`src/rtl/super_mux_pipe.sv`:
```
// super_mux_pipe: priority select of one regular source and CHANNELS override
// sources, followed by a STAGES-deep valid/ready pipeline with flush.
// OutSrc reports the winning source: 0 = regular, k+1 = override channel k.
// Optional sticky multi-select detector: define SUPER_MUX_ONEHOT_CHK_EN.
module super_mux_pipe #(
   parameter int WIDTH    = 32,
   parameter int CHANNELS = 4,
   parameter int STAGES   = 1
) (
   input  logic                      Clk,
   input  logic                      Rst_n,
   input  logic [WIDTH-1:0]          RegularData,
   input  logic [CHANNELS*WIDTH-1:0] SuperData,
   input  logic [CHANNELS-1:0]       SuperSel,
   input  logic                      InValid,
   output logic                      InReady,
   input  logic                      Flush,
   output logic [WIDTH-1:0]          Out,
   output logic [3:0]                OutSrc,
   output logic                      OutValid,
   input  logic                      OutReady
`ifdef SUPER_MUX_ONEHOT_CHK_EN
   ,
   output logic                      SelErr
`endif
);

   // OutSrc is 4 bits wide, so at most 15 override channels can be named.
   generate
      if (CHANNELS < 1 || CHANNELS > 15 || STAGES < 1 || STAGES > 4) begin : g_bad_param
         $error("super_mux_pipe: CHANNELS must be 1..15 and STAGES 1..4");
      end
   endgenerate

   logic [WIDTH-1:0]              sel_data;
   logic [3:0]                    sel_src;
   logic [STAGES:0]               go;
   logic                          acc;
   logic [STAGES-1:0]             vld_q, vld_d;
   logic [STAGES-1:0][WIDTH-1:0]  data_q, data_d;
   logic [STAGES-1:0][3:0]        src_q, src_d;

   // Lowest-index requesting channel wins; scan high to low so it lands last.
   always_comb begin
      sel_data = RegularData;
      sel_src  = 4'd0;
      for (int k = CHANNELS-1; k >= 0; k--) begin
         if (SuperSel[k]) begin
            sel_data = SuperData[k*WIDTH +: WIDTH];
            sel_src  = 4'(k+1);
         end
      end
   end

   // Ready chain: a stage moves when empty or when its successor moves.
   always_comb begin
      go         = '0;
      go[STAGES] = OutReady;
      for (int i = STAGES-1; i >= 0; i--) go[i] = !vld_q[i] || go[i+1];
   end

   assign InReady = Rst_n && !Flush && go[0];
   assign acc     = InValid && InReady;

   // Next state of the stage registers; flush only kills the valid bits.
   always_comb begin
      vld_d  = vld_q;
      data_d = data_q;
      src_d  = src_q;
      if (go[0]) begin
         vld_d[0]  = acc;
         data_d[0] = sel_data;
         src_d[0]  = sel_src;
      end
      for (int i = 1; i < STAGES; i++) begin
         if (go[i]) begin
            vld_d[i]  = vld_q[i-1];
            data_d[i] = data_q[i-1];
            src_d[i]  = src_q[i-1];
         end
      end
      if (Flush) vld_d = '0;
   end

   // Stage registers.
   always_ff @(posedge Clk or negedge Rst_n) begin
      if (!Rst_n) begin
         vld_q  <= '0;
         data_q <= '0;
         src_q  <= '0;
      end else begin
         vld_q  <= vld_d;
         data_q <= data_d;
         src_q  <= src_d;
      end
   end

   assign Out      = data_q[STAGES-1];
   assign OutSrc   = src_q[STAGES-1];
   assign OutValid = vld_q[STAGES-1];

`ifdef SUPER_MUX_ONEHOT_CHK_EN
   logic multi;
   logic err_q, err_d;

   assign multi = |(SuperSel & (SuperSel - CHANNELS'(1)));

   // Sticky error on any accepted multi-select beat; flush clears it.
   always_comb begin
      err_d = err_q;
      if (acc && multi) err_d = 1'b1;
      if (Flush)        err_d = 1'b0;
   end

   // Error flag register.
   always_ff @(posedge Clk or negedge Rst_n) begin
      if (!Rst_n) err_q <= 1'b0;
      else        err_q <= err_d;
   end

   assign SelErr = err_q;
`endif

endmodule

```
`config.mk`:
```
export PLATFORM = sky130hd
export DESIGN_NAME = super_mux_pipe
export DESIGN_NICKNAME = d
export VERILOG_FILES = /design/src/rtl/super_mux_pipe.sv
export SDC_FILE = /design/constraint.sdc
export NUM_CORES = 1
export LEC_CHECK = 0
export CORE_ASPECT_RATIO = 0.5
export CORE_MARGIN = 4
export CORE_UTILIZATION = 37
export DETAILED_ROUTE_END_ITERATION = 16
export PLACE_DENSITY = 0.83
export REMOVE_ABC_BUFFERS = 1
export SYNTH_ARGS = -nofsm -noshare
export SYNTH_HDL_FRONTEND = slang
export SYNTH_SLANG_ARGS = --single-unit
```
`constraint.sdc`:
```
create_clock -name Clk -period 1.8 [get_ports Clk]
set_clock_uncertainty 0.05 [all_clocks]
set_input_delay 0.27 -clock Clk [delete_from_list [all_inputs] [get_ports Clk]]
set_output_delay 0.27 -clock Clk [all_outputs]
set_load 0.02 [all_outputs]
```
After elaboration in Yosys (flattened, before gate mapping). Index checks and enable logic that the tools add are counted.

Flip-flop bits (word level): 37. Input bits: 169. Word-level logic and storage cells: 20.

Mux-type cells: 10. Reduce and logical (&&, ||, !) cells: 7.

Operator list (count): $mux 32 (4); $mux 4 (3); $logic_and 1x1->1 (3); $mux 3 (1); $logic_not 1->1 (2); $mux 1 (2); $reduce_bool 2->1 (1); $logic_or 1x1->1 (1).

Depth between registers and ports, before layout.
Depth after elaboration: 6. Mapped depth: 5.

Worst setup path after synthesis. No wires, ideal clock.

Path kind: reg-to-output. Start: register vld_q (netlist: OutValid). End: output InReady. Arrival time: 1.432 ns. Data required time: 1.480 ns. Path slack: 0.048 ns. Cell stages (with the launch flop): 5. Path buffers: 2. Cell sequence: dfrtp_1 -> nor2b_1 -> buf_2 -> buf_2 -> nor3b_1.

Cells in the longest elaborated chain, start to end: 3.

RTL lines: start: declaration (RTL line 39) `logic [STAGES-1:0] vld_q, vld_d;`; start signal: assignment (RTL line 92) `vld_q <= vld_d;`; $logic_not 1->1 (RTL line 59) `for (int i = STAGES-1; i >= 0; i--) go[i] = !vld_q[i] || go[i+1];`; $logic_or 1x1->1 (RTL line 59); $logic_and 1x1->1 (RTL line 62) `assign InReady = Rst_n && !Flush && go[0];`; end: declaration (RTL line 16) `output logic InReady,`.

No other way between the ends.

Final worst setup path.
Start: input OutReady. End: output InReady.

Cells in the longest elaborated chain, start to end: 2.

RTL lines: start: declaration (RTL line 21) `input logic OutReady`; $logic_or 1x1->1 (RTL line 59); $logic_and 1x1->1 (RTL line 62).

No other way between the ends.

==> metrics.txt <==
core area 8058 um2; Worst-Skew Late Latency 280 ps; min Tclk post-route 1675 ps; Sum Neg Setup Slack 0 ps; total of max-cap violations 0; CP startpoint OutReady; number of global-route vias before repair 3056; VDD IR max 374.1 uV; sequential area share after synthesis 29.19%; f_max 597.0 MHz; Pleak 2.218 nW; fraction of layout cells with a size suffix above 1 24.73%; Reg area 900.9 um2; clock sinks 36; Unique masters post-synth 26; Root Driver clkbuf_16; largest net degree at the start of global routing 72; worst hold slack 5.840 ps; drt total wl 10.79 mm; R2R Setup Slk 310 ps; Worst setup EP type primary output; IO buf count 205; placer congestion estimate 0.8586; area delta synth->final 74.54%; Layout fillers 644; RSZ-0062 raised after global routing false; cell count after synthesis 273; Seq cells post-synth 36; Pre-Repair DR Iteration Count 4; Die X 137.2 um; antenna violations before repair 0; R2R depth 4; clock-pin slew on the worst setup and hold paths 60 ps; Crit Path Class input port to primary output; Worst Setup Start Kind input port; Max Slew Vio Count 0; M1 GR Usage 25.17%; fin area 5388 um2; grt ovf 0; worst path cell trace clkdlybuf4s50_1 > nor2b_4 > nor3b_1 > dlygate4sd2_1; reg2reg end OutSrc[2]; fin crit share 93.06%; hpwl dp 8.464 mm; hold crit path type input port to asynchronous set/reset pin; Post-Synthesis Cell Area 3087 um2; placed inst area 5221 um2; Num CTS Buffers 5; # IOs 207; Setup crit end InReady; crit path max-delay cell type clkdlybuf4s50_1; die height 72.59 um; Max stage delay on crit path 500 ps; die area 9956 um2; Relative slew margins 58.93%; DRT iter0 DRCs 146; setup violators final 0; Util after Layout 66.86%; Antenna Nets Post-Route 0; Worst EP required 1480 ps; Worst Tran Pin Value 616.1 ps; status completed; Placed Instances 573; Overall Global Routing Usage 21.25%; Finished Layout Cells 581; Post-Place Worst Slack -237.9 ps; crit path buf inv count 2; synthesized area per cell 11.31 um2; number of cells on the critical path 4; wire per inst 18.57 um; first-pass GRT wire length 16.49 mm; CP arrival 1360 ps; H-Tree Level Count 2; starting density of the core 38.31%; DRC Markers 0; worst setup margin 125.0 ps; vias per cell 5.031; FP Rows 23; busiest grt layer met2; routing usage on met3 3.926%; vias 2923; power per cell area 586.0 nW/um2; Max FO, Critical Path 2; r2r startpoint OutValid; CP top delay family buffers and inverters; Max Root-Sink Buffers 2; antenna diode count 0; YS warnings 0; met2 Resource Use GR 40.48%; footprint of the multi-input gates 1983 um2; CTS tree yes; Power, Total 3.157 mW; Nets 637; Fin. Hold Viols 0
## layout make-up
| cell class | instances | share of cell area (%) |
|---|---|---|
| clock buffers | 6 | 2.392 |
| clock inverters | 2 | 0.6503 |
| multi-input cells | 207 | 36.81 |
| flip-flops and latches | 36 | 16.72 |
| well taps | 112 | 2.601 |
| repair buffers | 218 | 40.83 |
## worst reg2reg max path, delay by kind of cell (launching register included)
kind | cells | cell delay, ps
compound gates | 1 | 210
buf+inv | 1 | 500
simple gates | 2 | 280
flops | 1 | 340
## registers in the layout (all words and copies together), names as in the netlist
| register | flops |
|---|---|
| Out | 32 |
| OutSrc | 3 |
| OutValid | 1 |
## synth_stat cells
| cell | number | share of area (%) |
|---|---|---|
| dfrtp_1 | 36 | 29 |
| nand2_1 | 34 | 4.1 |
| nor2b_1 | 33 | 6.7 |
| a21o_1 | 32 | 7.8 |
| a221oi_2 | 29 | 14 |
| mux2_4 | 29 | 14 |
| o31ai_2 | 29 | 12 |
| clkbuf_1 | 13 | 1.6 |
| buf_4 | 5 | 1.2 |
| buf_2 | 4 | 0.65 |
| buf_6 | 4 | 1.5 |
| o31ai_1 | 4 | 0.97 |
| buf_12 | 3 | 1.9 |
| mux2_2 | 3 | 1.1 |
| a221oi_1 | 2 | 0.57 |
| nor2_1 | 2 | 0.24 |
| nor3b_1 | 2 | 0.49 |
| a211oi_1 | 1 | 0.24 |
| a21oi_1 | 1 | 0.16 |
| a22o_1 | 1 | 0.28 |
| and3b_1 | 1 | 0.28 |
| buf_1 | 1 | 0.12 |
| conb_1 | 1 | 0.12 |
| nor2_4 | 1 | 0.36 |
| nor2b_2 | 1 | 0.28 |
| o21ai_0 | 1 | 0.16 |
## power by group
| group | switching, mW | leakage (nW) | total (mW) | internal, mW |
|---|---|---|---|---|
| Sequential | 0.0449 | 0.421 | 0.942 | 0.897 |
| Clock | 0.343 | 0.0808 | 0.995 | 0.652 |
| Combinational | 0.486 | 1.72 | 1.22 | 0.735 |
## layer usage
layer  vias up  wire length (um)  part of all wire, %
met5         -                 0                    0
met4         0               152                  1.4
met3        10               349                  3.2
li1       1420                 -                    -
met2        57              6131                   57
met1      1436              4156                   39
## kinds of logic after synthesis
kind of cell    synth area share, %
compound gates                36.04
simple gates                  12.48
flops                         29.19
mux                           15.20
buf+inv                       6.972
other cells                  0.1215
## cell usage in the layout (no fill, tap or decap), drive strengths merged, types with 2 or more instances in the layout
cell           Yosys  final
dfrtp             36     36
buf               17     16
a21o              32     32
nor2b             34     34
mux2              32     32
nor3b              2      2
clkdlybuf4s50      0    201
nor2               3      3
o31ai             33     33
a221oi            31     31
clkbuf            13      6
nand2             34     34
## how the worst min path moves through the flow
stage,from,to,slack (ps),cells after the start
after CTS,Rst_n,Out[28],20,2
final,Rst_n,OutSrc[2],6,2
after detailed placement,Rst_n,OutSrc[2],320,2
after global placement,Rst_n,Out[7],320,2
after global routing,Rst_n,Out[24],50,2
after floorplan,Rst_n,OutSrc[0],-80,0
## repair_timing
action / CTS / global route
hold buffers: 0 / 0
setup endpoints to repair: 1 / 1
resized for setup: 1 / 1
setup buffers: 0 / 0
No activity file was read; power rests on OpenSTA's default activity.
